**config.mk**
```make
export PLATFORM = sky130hd
export DESIGN_NAME = pipe_out_arbiter
export DESIGN_NICKNAME = d
export VERILOG_FILES = /design/src/rtl/pipe_out_arbiter.sv
export SDC_FILE = /design/constraint.sdc
export NUM_CORES = 1
export LEC_CHECK = 0
export ABC_AREA = 1
export CORE_MARGIN = 1
export CORE_UTILIZATION = 39
export CTS_CLUSTER_DIAMETER = 150
export CTS_CLUSTER_SIZE = 40
export DETAILED_ROUTE_END_ITERATION = 6
export HOLD_SLACK_MARGIN = 0.1
export PLACE_DENSITY = 0.87
export REMOVE_ABC_BUFFERS = 1
export SYNTH_ARGS = -nofsm -noshare
export SYNTH_HDL_FRONTEND = slang
export SYNTH_SLANG_ARGS = --single-unit
export TNS_END_PERCENT = 5
```
**constraint.sdc**
```tcl
create_clock -name clk -period 3.55 [get_ports clk]
set_clock_uncertainty 0.2 [all_clocks]
set_input_delay 0.355 -clock clk [delete_from_list [all_inputs] [get_ports clk]]
set_output_delay 0.355 -clock clk [all_outputs]
set_load 0.03 [all_outputs]
```
**src/rtl/pipe_out_arbiter.sv**
```systemverilog
// Block-granular round-robin arbiter sharing one 16-bit pipe-out endpoint between NSRC source FIFOs.
// Optional feature: define PIPE_OUT_ARB_TAG_EN to prepend a {grant, seq} tag word to every block.
module pipe_out_arbiter #(
    parameter int unsigned NSRC        = 4,
    parameter int unsigned BLOCK_WORDS = 256,
    parameter int unsigned LEVEL_W     = 11
) (
    input  logic                      clk,
    input  logic                      reset,
    input  logic                      enable,
    input  logic [NSRC-1:0]           src_en,
    input  logic [NSRC*LEVEL_W-1:0]   src_level,
    output logic [NSRC-1:0]           src_rd,
    input  logic [NSRC*16-1:0]        src_data,
    input  logic                      pipe_out_read,
    input  logic                      pipe_out_blockstrobe,
    output logic                      pipe_out_ready,
    output logic [15:0]               pipe_out_data,
    output logic [1:0]                grant_id,
    output logic [15:0]               block_count,
    output logic                      protocol_err
);

    localparam int unsigned CNT_W = $clog2(BLOCK_WORDS) + 1;
    localparam int unsigned IDX_W = (NSRC > 1) ? $clog2(NSRC) : 1;
`ifdef PIPE_OUT_ARB_TAG_EN
    localparam int unsigned THRESH = BLOCK_WORDS - 1;
`else
    localparam int unsigned THRESH = BLOCK_WORDS;
`endif

    typedef enum logic [1:0] {
        S_IDLE  = 2'd0,
        S_READY = 2'd1,
        S_XFER  = 2'd2
    } state_t;

    state_t           state;
    state_t           state_nxt;
    logic [CNT_W-1:0] word_cnt;
    logic [CNT_W-1:0] cnt_nxt;
    logic [1:0]       grant_nxt;
    logic [15:0]      bcnt_nxt;
    logic             err_nxt;
    logic             xfer_rd_c;
    logic             src_rd_ok_c;
    logic [NSRC-1:0]  eligible;
    logic             pick_found;
    logic [1:0]       pick_id;
    logic             rd_q;
    logic [1:0]       data_sel;
    logic [15:0]      sel_word;

    // A source is eligible once it holds a whole block
    always_comb begin
        eligible = '0;
        for (int unsigned i = 0; i < NSRC; i++) begin
            eligible[i] = src_en[i] &&
                          (src_level[i*LEVEL_W +: LEVEL_W] >= LEVEL_W'(THRESH));
        end
    end

    // Round-robin scan starting after the previous grantee, which ends up last
    always_comb begin
        pick_found = 1'b0;
        pick_id    = grant_id;
        for (int unsigned k = 1; k <= NSRC; k++) begin
            if (!pick_found && eligible[IDX_W'((32'(grant_id) + k) % NSRC)]) begin
                pick_found = 1'b1;
                pick_id    = 2'((32'(grant_id) + k) % NSRC);
            end
        end
    end

    // Next-state and next-value logic
    always_comb begin
        state_nxt = state;
        grant_nxt = grant_id;
        cnt_nxt   = word_cnt;
        bcnt_nxt  = block_count;
        err_nxt   = protocol_err;
        xfer_rd_c = 1'b0;
        case (state)
            S_IDLE: begin
                if (pipe_out_read || pipe_out_blockstrobe) begin
                    err_nxt = 1'b1;
                end
                if (enable && pick_found) begin
                    grant_nxt = pick_id;
                    state_nxt = S_READY;
                end
            end
            S_READY: begin
                if (pipe_out_read) begin
                    err_nxt = 1'b1;
                end
                if (pipe_out_blockstrobe) begin
                    state_nxt = S_XFER;
                    cnt_nxt   = '0;
                end else if (!enable) begin
                    state_nxt = S_IDLE;
                end
            end
            S_XFER: begin
                if (pipe_out_blockstrobe) begin
                    err_nxt = 1'b1;
                end
                if (pipe_out_read) begin
                    xfer_rd_c = 1'b1;
                    cnt_nxt   = word_cnt + CNT_W'(1);
                    if (word_cnt == CNT_W'(BLOCK_WORDS - 1)) begin
                        bcnt_nxt  = block_count + 16'd1;
                        state_nxt = S_IDLE;
                    end
                end
            end
            default: state_nxt = S_IDLE;
        endcase
    end

`ifdef PIPE_OUT_ARB_TAG_EN
    // The first read of a block is served from the tag register, not the source
    assign src_rd_ok_c = xfer_rd_c && (word_cnt != '0);
`else
    assign src_rd_ok_c = xfer_rd_c;
`endif

    assign src_rd = src_rd_ok_c ? (NSRC'(1) << grant_id) : '0;

    always_ff @(posedge clk or posedge reset) begin
        if (reset) begin
            state          <= S_IDLE;
            grant_id       <= 2'd0;
            word_cnt       <= '0;
            block_count    <= 16'd0;
            protocol_err   <= 1'b0;
            pipe_out_ready <= 1'b0;
            rd_q           <= 1'b0;
            data_sel       <= 2'd0;
        end else begin
            state          <= state_nxt;
            grant_id       <= grant_nxt;
            word_cnt       <= cnt_nxt;
            block_count    <= bcnt_nxt;
            protocol_err   <= err_nxt;
            pipe_out_ready <= (state_nxt != S_IDLE);
            rd_q           <= xfer_rd_c;
            data_sel       <= grant_id;
        end
    end

    // Source FIFO output lands one cycle after the strobe, matching the endpoint's read latency
    always_comb begin
        sel_word = 16'd0;
        for (int unsigned i = 0; i < NSRC; i++) begin
            if (data_sel == 2'(i)) begin
                sel_word = src_data[i*16 +: 16];
            end
        end
    end

`ifdef PIPE_OUT_ARB_TAG_EN
    logic        tag_sel_q;
    logic [15:0] tag_q;

    always_ff @(posedge clk or posedge reset) begin
        if (reset) begin
            tag_sel_q <= 1'b0;
            tag_q     <= 16'd0;
        end else begin
            tag_sel_q <= xfer_rd_c && (word_cnt == '0);
            tag_q     <= {grant_id, 2'b00, block_count[11:0]};
        end
    end

    assign pipe_out_data = !rd_q     ? 16'd0 :
                           tag_sel_q ? tag_q : sel_word;
`else
    assign pipe_out_data = rd_q ? sel_word : 16'd0;
`endif

endmodule

```
Word level (Yosys, flattened, before mapping):

Cells that the tools add are included.

* add/sub/neg operators: 6
* $lt $le $gt $ge: 8
* equality and inequality tests: 11
* shift-type cells: 1
* muxes and demuxes: 37
* reduce and logical (&&, ||, !) cells: 22

Operators with widths (number)
* two-way mux 16 bit: 5
* greater-or-equal comparator 11 x 9 -> 1 bit (second input constant): 4
* two-way mux 2 bit: 9
* two-way mux 9 bit: 2
* one-hot mux 9 bit (2 select lines): 1
* adder 16 x 1 -> 16 bit (second input constant): 1
* two-way mux 1 bit: 13
* < comparator 2 x 3 -> 1 bit (second input constant): 4
* != test 2 bit (second input constant): 5
* adder 9 x 1 -> 9 bit (second input constant): 1
* == test 9 x 8 -> 1 bit (second input constant): 1
* AND reduction 3 bit: 3
* binary-select mux 1 bit (select 2 bit): 4
* logical AND 1 bit: 8
* == test 2 bit (second input constant): 3
* one-hot mux 2 bit (3 select lines): 1
* adder 2 x 1 -> 2 bit (second input constant): 2
* adder 2 bit (second input constant): 2
* == test 2 x 1 -> 1 bit (second input constant): 2
* zero test 2 bit: 2
* two-way mux 4 bit: 1
* AND reduction 4 bit: 1
* nonzero test 2 bit: 2
* nonzero test 4 bit: 1
* other kinds (5): 7

* register bits: 34
* input port bits: 117

Depth between registers and ports, before layout:

Gate-level depths: netlist (run 1).

* depth after elaboration: 18
* depth in mapped cells: 14

Least setup slack after synthesis (run 1):

Ideal clock, no wire load.

* path kind: reg-to-reg
* start: reg grant_id[0]
* end: reg grant_id[1]
* arrival: 1.804 ns
* data required time: 3.232 ns
* setup slack: 1.428 ns
* stages on the path, launching flop included: 11
* path buffers: 0
* period minus slack after synthesis: 2.122 ns
* path through: dfrtp_1 > inv_1 > ha_1 > inv_1 > nand3_1 > nand2_1 > nand3_1 > nand2_1 > nor2_1 > nand2_1 > nand2_1

* cells in the longest elaborated chain, start to end: 15
* elaborated cells on any way between the ends: 29
* classes of those cells: add/sub (4); mux (16); reduce/logical (9)

Ends and longest elaborated chain
* start: declaration: line 19 `output logic [1:0] grant_id,`
* start signal: assignment: line 142 `grant_id <= grant_nxt;`
* adder 2 x 1 -> 2 bit: line 68, 70
* binary-select mux 1 bit (select 2 bit): line 68 `if (!pick_found && eligible[IDX_W'((32'(grant_id) + k) % NSRC)]) begin`
* two-way mux 1 bit (not written as such): line 68
* two-way mux 1 bit: line 68
* zero test 1 bit: line 68
* logical AND 1 bit: line 68
* two-way mux 1 bit: line 68
* zero test 1 bit: line 68
* logical AND 1 bit: line 68
* two-way mux 1 bit: line 68
* zero test 1 bit: line 68
* logical AND 1 bit: line 68
* two-way mux 1 bit: line 68
* logical AND 1 bit: line 88 `if (enable && pick_found) begin`
* AND reduction 3 bit (no source line)

Several ways; a longest one is shown, not always the timed one. The select of a mux whose other input is x is not followed.
A chain may end at the register's enable or synchronous reset.

Worst setup path after layout (run 1):

* start: reg data_sel[0]
* end: out pipe_out_data[11]

* cells in the longest elaborated chain, start to end: 6
* elaborated cells on any way between the ends: 9
* classes of those cells: eq/ne (3); mux (5); reduce/logical (1)

Ends and longest elaborated chain
* start: declaration: line 51 `logic [1:0] data_sel;`
* start signal: assignment: line 148 `data_sel <= grant_id;`
* zero test 2 bit: line 156 `if (data_sel == 2'(i)) begin`
* two-way mux 16 bit (3 in series): line 156
* two-way mux 16 bit (*): line 156
* two-way mux 16 bit (*): line 179 `assign pipe_out_data = rd_q ? sel_word : 16'd0;`
* end: declaration: line 18 `output logic [15:0] pipe_out_data,`

Every way passes the cells marked *; elsewhere a longest branch is shown, timed or not.

==> report_table.html, run 1 <==
<table>
<tr><th>Metric</th><th>Value</th></tr>
<tr><th colspan="2">Status</th></tr>
<tr><td>Status</td><td>completed</td></tr>
<tr><th colspan="2">Pwr</th></tr>
<tr><td>Static Leak</td><td>0.00180 uW</td></tr>
<tr><td>Peak VDD IR</td><td>325 uV</td></tr>
<tr><td>Cell area power density</td><td>480 mW/mm^2</td></tr>
<tr><th colspan="2">STA</th></tr>
<tr><td>Transition time at the pin with the least slew margin</td><td>563 ps</td></tr>
<tr><td>Final count of pins violating max slew</td><td>0</td></tr>
<tr><td>Final Cycle Share</td><td>85.7%</td></tr>
<tr><td>Final WS setup</td><td>509 ps</td></tr>
<tr><td>Final hold violation count</td><td>0</td></tr>
<tr><td>Maximum frequency from static timing analysis</td><td>0.329 GHz</td></tr>
<tr><td>Worst slew margin relative to its limit</td><td>62.4%</td></tr>
<tr><td>Setup violators final</td><td>0</td></tr>
<tr><td>Final critical delay including setup and external delays</td><td>3040 ps</td></tr>
<tr><td>Setup TNS</td><td>0 ps</td></tr>
<tr><td>Setup repair after global routing missed its margin</td><td>false</td></tr>
<tr><th colspan="2">Critical path</th></tr>
<tr><td>Critical path class</td><td>register to output pin</td></tr>
<tr><td>Worst Path Arrival</td><td>2490 ps</td></tr>
<tr><td>Capture point of the critical path</td><td>pipe_out_data[11]</td></tr>
<tr><td>Type of destination of the critical path</td><td>output pin</td></tr>
<tr><td>Required time reported for the critical path endpoint</td><td>2990 ps</td></tr>
<tr><td>Setup crit start</td><td>data_sel[0]</td></tr>
<tr><td>R2r worst-path depth</td><td>12</td></tr>
<tr><td>Highest fanout seen on the critical path</td><td>17</td></tr>
<tr><td>Crit path launch type</td><td>register</td></tr>
<tr><td>R2r setup slk</td><td>1210 ps</td></tr>
<tr><td>Launch instance of the worst register-to-register path</td><td>word_cnt[0]</td></tr>
<tr><td>Worst reg2reg endpoint</td><td>block_count[14]</td></tr>
<tr><th colspan="2">Place</th></tr>
<tr><td>Port Buffer Count</td><td>124</td></tr>
<tr><td>Post-detail-place hpwl</td><td>5540 um</td></tr>
<tr><td>Worst slack after detailed placement</td><td>877 ps</td></tr>
<tr><td>Routability-driven placement congestion ratio</td><td>0.794</td></tr>
<tr><th colspan="2">Global route</th></tr>
<tr><td>Aggregate global routing overflow</td><td>0</td></tr>
<tr><td>Largest net degree at the start of global routing</td><td>35</td></tr>
<tr><td>Global-route wire length before repair</td><td>10,900 um</td></tr>
<tr><td>Number of global-route vias before repair</td><td>2,532</td></tr>
<tr><td>Number of antenna violations at the first check in global routing</td><td>0</td></tr>
<tr><td>Overall fraction of global-route tracks in use</td><td>21.6%</td></tr>
<tr><th colspan="2">Drt</th></tr>
<tr><td>Length of the first detailed-routing pass in iterations</td><td>4</td></tr>
<tr><td>Violation count after the first detailed-routing iteration</td><td>82</td></tr>
<tr><td>ANT nets after route</td><td>0</td></tr>
<tr><td>DR DRC count</td><td>0</td></tr>
<tr><td>Average wire per standard cell</td><td>13.1 um</td></tr>
<tr><td>Number of vias per cell</td><td>4.95</td></tr>
<tr><td>Total number of vias</td><td>2,655</td></tr>
<tr><td>WL final</td><td>7010 um</td></tr>
<tr><th colspan="2">CTS</th></tr>
<tr><td>TritonCTS clock tree</td><td>built</td></tr>
<tr><td>Clock sink total</td><td>34</td></tr>
<tr><td>Number of CTS-inserted buffers</td><td>5</td></tr>
<tr><td>Cts hold-fix bufs</td><td>0</td></tr>
<tr><td>Maximum clock insertion buffer count</td><td>2</td></tr>
<tr><td>Master cell of the clock root buffer</td><td>sky130_fd_sc_hd__clkbuf_8</td></tr>
<tr><td>Clock-pin slew on the worst setup and hold paths</td><td>60 ps</td></tr>
<tr><td>Buffers inserted by post-CTS timing repair</td><td>0</td></tr>
<tr><td>H-tree depth</td><td>2</td></tr>
<tr><td>Post-CTS resize count</td><td>0</td></tr>
<tr><td>Latest clock arrival within the worst-skew pair</td><td>280 ps</td></tr>
<tr><th colspan="2">Floorplan</th></tr>
<tr><td>Boundary pin count</td><td>157</td></tr>
<tr><td>Die area</td><td>0.00641 mm^2</td></tr>
<tr><td>Floorplan core area</td><td>0.00589 mm^2</td></tr>
<tr><td>Starting Density</td><td>40.4%</td></tr>
<tr><td>Std-Cell Rows</td><td>28</td></tr>
<tr><td>Horizontal die dimension</td><td>80.1 um</td></tr>
<tr><td>Die boundary height</td><td>80.1 um</td></tr>
<tr><th colspan="2">Final layout</th></tr>
<tr><td>Post-layout net count</td><td>586</td></tr>
<tr><td>Layout-stage area growth over the synthesis result</td><td>59.9%</td></tr>
<tr><td>Share of layout cells above drive strength 1</td><td>5.21%</td></tr>
<tr><td>Diode insertion count for antenna repair</td><td>0</td></tr>
<tr><th colspan="2">Logic synthesis</th></tr>
<tr><td>Post-synthesis cell type count</td><td>27</td></tr>
<tr><td>Mapped Cells</td><td>334</td></tr>
<tr><td>Portion of the post-synthesis area used by sequential elements</td><td>35.8%</td></tr>
<tr><td>Cell area after synthesis</td><td>0.00238 mm^2</td></tr>
<tr><td>Yosys synthesis warning count</td><td>0</td></tr>
<tr><td>Synthesized area divided by synthesized cell count</td><td>7.12 um^2</td></tr>
<tr><td>Flip-flop and latch count after synthesis</td><td>34</td></tr>
<tr><th colspan="2">Job</th></tr>
<tr><td>Maximum Capacitance Violations</td><td>0</td></tr>
<tr><th colspan="2">Hold path</th></tr>
<tr><td>Worst min-delay path category</td><td>register to register</td></tr>
</table>
==> Yosys cell counts, drive strengths merged <==
cell	number	area, um^2
o211ai	10	75.1
nand3b	2	15.0
ha	7	87.6
clkinv	1	5.00
a221o	1	10.0
nand3	40	213
o21ai	26	130
a21oi	16	80.1
o31ai	6	45.0
clkbuf	8	30.0
xnor2	11	96.3
nor3	1	16.3
a41oi	1	8.76
xor2	2	17.5
dfrtp	34	851
nand4	4	40.0
nand2	79	307
inv	50	188
nor2	33	149
a211oi	1	7.51
and3	1	6.26
==> metal layers <==
layer | part of all wire (%) | GRT usage, % | vias to the layer above
li1 | - | - | 1340
met1 | 40 | 22.1 | 1206
met2 | 50 | 42.2 | 94
met3 | 8.2 | 6.36 | 15
met4 | 2.0 | 5.54 | 0
met5 | 0 | 0 | -
==> worst min-delay path by stage <==
stage                     slack [ps]   startpoint  depth (start not counted)           to
after CTS                        270  word_cnt[7]                          1  word_cnt[7]
after global routing             300  word_cnt[7]                          1  word_cnt[7]
after detailed placement         260  word_cnt[7]                          1  word_cnt[7]
after floorplan                  230  word_cnt[7]                          1  word_cnt[7]
after global placement           250  word_cnt[7]                          1  word_cnt[7]
final                            270  word_cnt[7]                          1  word_cnt[7]
==> kinds of logic after synthesis <==
group,synth area share [%]
xor+xnor,4.79
fa+ha+maj,3.68
compound gates,15.0
flops,35.8
buf+inv,9.37
simple gates,31.4
==> through the flow <==
stage	utilization [%]	instances	hold slack, ps	instance area, um^2	total power (uW)
floorplan	-	326	233	2350	1160
global placement	63.2	530	255	3720	1520
detailed placement	63.2	530	257	3720	1550
CTS	64.6	536	268	3800	1830
global route	64.6	536	299	3800	1970
finish	64.6	536	269	3800	1820
==> flip-flops by register name (all words and copies together), names as in the netlist <==
signal,flops
block_count,16
word_cnt,9
data_sel,2
grant_id,2
state,2
pipe_out_ready,1
protocol_err,1
rd_q,1
==> critical path, cell delays in order (launching register included) <==
cell	delay, ps
sky130_fd_sc_hd__dfrtp_1	410
sky130_fd_sc_hd__nand2_1	450
sky130_fd_sc_hd__o21ai_0	200
sky130_fd_sc_hd__a21oi_1	220
sky130_fd_sc_hd__o31ai_1	110
sky130_fd_sc_hd__a21oi_1	140
sky130_fd_sc_hd__clkdlybuf4s50_1	680
==> cell usage in the layout (no fill, tap or decap) <==
cell and instances:
sky130_fd_sc_hd__nand2_2 4, sky130_fd_sc_hd__buf_4 5, sky130_fd_sc_hd__nor2_4 3, sky130_fd_sc_hd__inv_1 49, sky130_fd_sc_hd__nand2_1 75, sky130_fd_sc_hd__nand3_4 1, sky130_fd_sc_hd__a21oi_1 16, sky130_fd_sc_hd__a211oi_1 1
sky130_fd_sc_hd__clkbuf_8 6, sky130_fd_sc_hd__dfrtp_1 34, sky130_fd_sc_hd__o31ai_1 6, sky130_fd_sc_hd__nand3b_1 2, sky130_fd_sc_hd__clkinv_2 1, sky130_fd_sc_hd__o211ai_1 10, sky130_fd_sc_hd__nand4_1 3, sky130_fd_sc_hd__xor2_1 2
sky130_fd_sc_hd__clkdlybuf4s50_1 124, sky130_fd_sc_hd__nor2_1 29, sky130_fd_sc_hd__a41oi_1 1, sky130_fd_sc_hd__a221o_1 1, sky130_fd_sc_hd__nand3_1 39, sky130_fd_sc_hd__xnor2_1 11, sky130_fd_sc_hd__and3_1 1, sky130_fd_sc_hd__nand4_4 1
sky130_fd_sc_hd__inv_2 1, sky130_fd_sc_hd__nor3_4 1, sky130_fd_sc_hd__o21ai_0 26, sky130_fd_sc_hd__nor2_2 1, sky130_fd_sc_hd__ha_1 7
==> area by class of cell <==
cell class | instances | area (um^2)
Fill cell | 481 | 2080
Multi-Input combinational cell | 241 | 1300
Inverter | 51 | 193
Clock buffer | 6 | 82.6
Tap cell | 75 | 93.8
Timing Repair Buffer | 129 | 1280
Sequential cell | 34 | 851
==> report_power, final <==
group | switching, uW | internal [uW] | total, uW
clock network | 123 | 149 | 272
logic | 630 | 416 | 1050
registers | 66.7 | 440 | 507
No activity file was read; power rests on OpenSTA's default activity.
==> run 2, diff against run 1 <==
--- a/config.mk
+++ b/config.mk
@@ -5,14 +5,14 @@
 export SDC_FILE = /design/constraint.sdc
 export NUM_CORES = 1
 export LEC_CHECK = 0
-export ABC_AREA = 1
+export ABC_AREA = 0
 export CORE_MARGIN = 1
 export CORE_UTILIZATION = 39
 export CTS_CLUSTER_DIAMETER = 150
 export CTS_CLUSTER_SIZE = 40
 export DETAILED_ROUTE_END_ITERATION = 6
 export HOLD_SLACK_MARGIN = 0.1
-export PLACE_DENSITY = 0.87
+export PLACE_DENSITY = 0.89
 export REMOVE_ABC_BUFFERS = 1
 export SYNTH_ARGS = -nofsm -noshare
 export SYNTH_HDL_FRONTEND = slang
==> run 2 against run 1 <==
  * Sequential power is 10% higher
  * Hold slack worse by 7.3 ps
  * Count of clock-buffer cells in the layout stayed put
  * Final cell count is 26% lower
  * Register-to-register slack worse by 120 ps
  * First-iteration DRC count is 23% lower
  * Clock power is 62% higher
  * Core utilization is 2.4 points higher
  * Fmax is 9.9% higher
  * Combinational power is 17% lower
  * Non-clock buffer count is 3 lower
  * Via count is 22% lower
==> report_table.html, run 2 <==
<table>
<tr><th>Metric</th><th>Value</th></tr>
<tr><th colspan="2">Logic synthesis</th></tr>
<tr><td>Share of flip-flops with an asynchronous set or reset</td><td>100%</td></tr>
<tr><td>Yosys synthesis warning count</td><td>0</td></tr>
<tr><td>Post-synthesis cell type count</td><td>46</td></tr>
<tr><td>Most common library cells after synthesis</td><td>sky130_fd_sc_hd__dfrtp_1 (34), sky130_fd_sc_hd__and2_1 (21), sky130_fd_sc_hd__mux4_2 (17), sky130_fd_sc_hd__nor2_1 (12)</td></tr>
<tr><td>Leading area contributor after synthesis</td><td>sky130_fd_sc_hd__dfrtp_1</td></tr>
<tr><td>Most common flop cell mapped by yosys</td><td>sky130_fd_sc_hd__dfrtp_1</td></tr>
<tr><td>Synth area leaders</td><td>sky130_fd_sc_hd__dfrtp_1 (37%), sky130_fd_sc_hd__mux4_2 (17%), sky130_fd_sc_hd__and2_1 (5.8%)</td></tr>
<tr><td>Top-area cell type share of the netlist area</td><td>37.4%</td></tr>
<tr><td>Mapped Cells</td><td>199</td></tr>
<tr><td>Flip-flop and latch count after synthesis</td><td>34</td></tr>
<tr><td>Synthesized area divided by synthesized cell count</td><td>11.4 um^2</td></tr>
<tr><td>Number of synthesized flops with an enable pin</td><td>0</td></tr>
<tr><td>Most common cell in the synthesized netlist</td><td>sky130_fd_sc_hd__dfrtp_1</td></tr>
<tr><td>Cell area after synthesis</td><td>0.00228 mm^2</td></tr>
<tr><td>Portion of the post-synthesis area used by sequential elements</td><td>37.4%</td></tr>
<tr><th colspan="2">Final layout</th></tr>
<tr><td>Register containing the most flip-flops in the final layout</td><td>block_count</td></tr>
<tr><td>Storage element area</td><td>851 um^2</td></tr>
<tr><td>Layout-stage area growth over the synthesis result</td><td>64.0%</td></tr>
<tr><td>Finished Cell Area</td><td>0.00373 mm^2</td></tr>
<tr><td>Registers with the most flip-flops</td><td>block_count (16), word_cnt (9)</td></tr>
<tr><td>Most used cells in the layout excluding fill and tap cells</td><td>sky130_fd_sc_hd__clkdlybuf4s50_1 (124), sky130_fd_sc_hd__dfrtp_1 (34), sky130_fd_sc_hd__and2_1 (21), sky130_fd_sc_hd__mux4_2 (17), sky130_fd_sc_hd__nor2_1 (12)</td></tr>
<tr><td>Share of layout cells above drive strength 1</td><td>12.9%</td></tr>
<tr><td>Diode insertion count for antenna repair</td><td>0</td></tr>
<tr><td>Combined area of the multi-input logic cells</td><td>0.00137 mm^2</td></tr>
<tr><td>Post-layout net count</td><td>449</td></tr>
<tr><td>Fill count</td><td>431</td></tr>
<tr><td>Final standard cell utilization of the core</td><td>67.0%</td></tr>
<tr><td>Max reg flops</td><td>16</td></tr>
<tr><td>Most common library cell in the layout ignoring fill and taps</td><td>sky130_fd_sc_hd__clkdlybuf4s50_1</td></tr>
<tr><th colspan="2">CTS</th></tr>
<tr><td>TritonCTS clock tree</td><td>built</td></tr>
<tr><td>Clock sink total</td><td>34</td></tr>
<tr><td>Buffers inserted by post-CTS timing repair</td><td>0</td></tr>
<tr><td>Clock-pin slew on the worst setup and hold paths</td><td>70 ps</td></tr>
<tr><td>Master cell of the clock root buffer</td><td>sky130_fd_sc_hd__clkbuf_8</td></tr>
<tr><td>Cts hold-fix bufs</td><td>0</td></tr>
<tr><td>Latest clock arrival within the worst-skew pair</td><td>290 ps</td></tr>
<tr><td>Post-CTS resize count</td><td>0</td></tr>
<tr><td>Number of CTS-inserted buffers</td><td>5</td></tr>
<tr><td>H-tree depth</td><td>2</td></tr>
<tr><td>Maximum clock insertion buffer count</td><td>2</td></tr>
<tr><th colspan="2">Place</th></tr>
<tr><td>Port Buffer Count</td><td>124</td></tr>
<tr><td>Post-detail-place hpwl</td><td>4970 um</td></tr>
<tr><td>Placed instance area</td><td>0.00359 mm^2</td></tr>
<tr><td>Routability-driven placement congestion ratio</td><td>0.819</td></tr>
<tr><th colspan="2">Drt</th></tr>
<tr><td>Number of vias per cell</td><td>5.19</td></tr>
<tr><td>Length of the first detailed-routing pass in iterations</td><td>4</td></tr>
<tr><td>DR DRC count</td><td>0</td></tr>
<tr><td>Violation count after the first detailed-routing iteration</td><td>63</td></tr>
<tr><td>WL final</td><td>6220 um</td></tr>
<tr><td>Average wire per standard cell</td><td>15.6 um</td></tr>
<tr><td>ANT nets after route</td><td>0</td></tr>
<tr><td>Total number of vias</td><td>2,064</td></tr>
<tr><th colspan="2">STA</th></tr>
<tr><td>Maximum frequency from static timing analysis</td><td>0.361 GHz</td></tr>
<tr><td>Setup repair after global routing missed its margin</td><td>false</td></tr>
<tr><td>Final critical delay including setup and external delays</td><td>2770 ps</td></tr>
<tr><td>Final Cycle Share</td><td>77.9%</td></tr>
<tr><td>Worst hold slack</td><td>262 ps</td></tr>
<tr><td>Setup violators final</td><td>0</td></tr>
<tr><td>Worst slew margin relative to its limit</td><td>56.0%</td></tr>
<tr><td>Setup TNS</td><td>0 ps</td></tr>
<tr><td>Final count of pins violating max slew</td><td>0</td></tr>
<tr><td>Final hold violation count</td><td>0</td></tr>
<tr><td>Transition time at the pin with the least slew margin</td><td>660 ps</td></tr>
<tr><th colspan="2">Global route</th></tr>
<tr><td>Largest net degree at the start of global routing</td><td>35</td></tr>
<tr><td>Number of global-route vias before repair</td><td>2,228</td></tr>
<tr><td>Aggregate global routing overflow</td><td>0</td></tr>
<tr><td>Overall fraction of global-route tracks in use</td><td>21.8%</td></tr>
<tr><td>Global-route wire length before repair</td><td>10,400 um</td></tr>
<tr><td>Number of antenna violations at the first check in global routing</td><td>0</td></tr>
<tr><th colspan="2">Pwr</th></tr>
<tr><td>Post-layout power</td><td>1870 uW</td></tr>
<tr><td>Peak VDD IR</td><td>364 uV</td></tr>
<tr><td>Static Leak</td><td>0.00155 uW</td></tr>
<tr><td>Cell area power density</td><td>500 mW/mm^2</td></tr>
<tr><th colspan="2">Floorplan</th></tr>
<tr><td>Boundary pin count</td><td>157</td></tr>
<tr><td>Horizontal die dimension</td><td>78.4 um</td></tr>
<tr><td>Starting Density</td><td>40.9%</td></tr>
<tr><td>Floorplan core area</td><td>0.00557 mm^2</td></tr>
<tr><td>Die area</td><td>0.00615 mm^2</td></tr>
<tr><td>Std-Cell Rows</td><td>27</td></tr>
<tr><td>Die boundary height</td><td>78.4 um</td></tr>
<tr><th colspan="2">Hold path</th></tr>
<tr><td>Worst min-delay path category</td><td>primary input to asynchronous set/reset pin</td></tr>
<tr><th colspan="2">Critical path</th></tr>
<tr><td>Critical path class</td><td>register to output pin</td></tr>
<tr><td>Setup crit start</td><td>data_sel[1]</td></tr>
<tr><td>Highest fanout seen on the critical path</td><td>16</td></tr>
<tr><td>Type of destination of the critical path</td><td>output pin</td></tr>
<tr><td>Worst Path Arrival</td><td>2210 ps</td></tr>
<tr><td>Required time reported for the critical path endpoint</td><td>2990 ps</td></tr>
<tr><td>Launch instance of the worst register-to-register path</td><td>word_cnt[1]</td></tr>
<tr><td>Crit path launch type</td><td>register</td></tr>
<tr><th colspan="2">Status</th></tr>
<tr><td>Status</td><td>completed</td></tr>
<tr><th colspan="2">Job</th></tr>
<tr><td>Maximum Capacitance Violations</td><td>0</td></tr>
</table>
-- run 2: changes by cell type after synthesis, sizes merged, moves of 9 or more --
| cell | delta |
|---|---|
| and2 | +21 |
| nand2 | -68 |
| o211ai | -10 |
| mux4 | +18 |
| nor2 | -21 |
| a21oi | -9 |
| o21ai | -19 |
| inv | -43 |
| nand3 | -33 |
-- run 2: routing by layer --
metal  track usage (%)  part of all wire, %  vias to the layer above
met4              8.15                  2.3                        0
met2              40.5                   54                       83
li1                  -                    -                      976
met3              4.42                  5.4                       18
met5                 0                    0                        -
met1              24.2                   38                      987
-- run 2: cell families (layout without fill, tap and decap cells) --
| logic type | count (synthesis) | count (layout) | share of synthesized area, % |
|---|---|---|---|
| buf+inv | 14 | 141 | 2.58 |
| simple gates | 75 | 75 | 19.4 |
| mux | 22 | 22 | 19.8 |
| fa+ha+maj | 7 | 7 | 3.85 |
| flops | 34 | 34 | 37.4 |
| compound gates | 27 | 27 | 9.29 |
| xor+xnor | 20 | 20 | 7.69 |
-- run 2: area by class of cell --
class | instances | area share [%]
Multi-Input combinational cell | 151 | 36.6
Timing Repair Buffer | 126 | 33.6
Clock inverter | 2 | 1.61
Clock buffer | 6 | 2.21
Inverter | 7 | 0.704
Sequential cell | 34 | 22.8
Tap cell | 72 | 2.41
-- run 2: power by group --
part	internal [uW]	switching [uW]
logic	489	378
clock network	299	141
registers	445	114
-- run 2: per-stage QoR --
stage,cells,setup WS (ps)
CTS,398,755
finish,398,783
floorplan,192,1220
detailed placement,390,957
global placement,390,974
global route,398,688
-- run 2: final timing paths --
path	to	slack (ps)	cells after the start
worst max-delay path	pipe_out_data[9]	780	3
worst min-delay path	block_count[4]	260	3
worst max register to register	block_count[15]	1090	9
worst min register to register	block_count[13]	290	1
max in group asynchronous	data_sel[1]	2580	3
min in group clk	block_count[13]	290	1
-- run 2: worst max-delay path: stages (launching register included) --
cell,delay [ps]
sky130_fd_sc_hd__dfrtp_1,770
sky130_fd_sc_hd__mux4_2,400
sky130_fd_sc_hd__and2_1,170
sky130_fd_sc_hd__clkdlybuf4s50_1,580
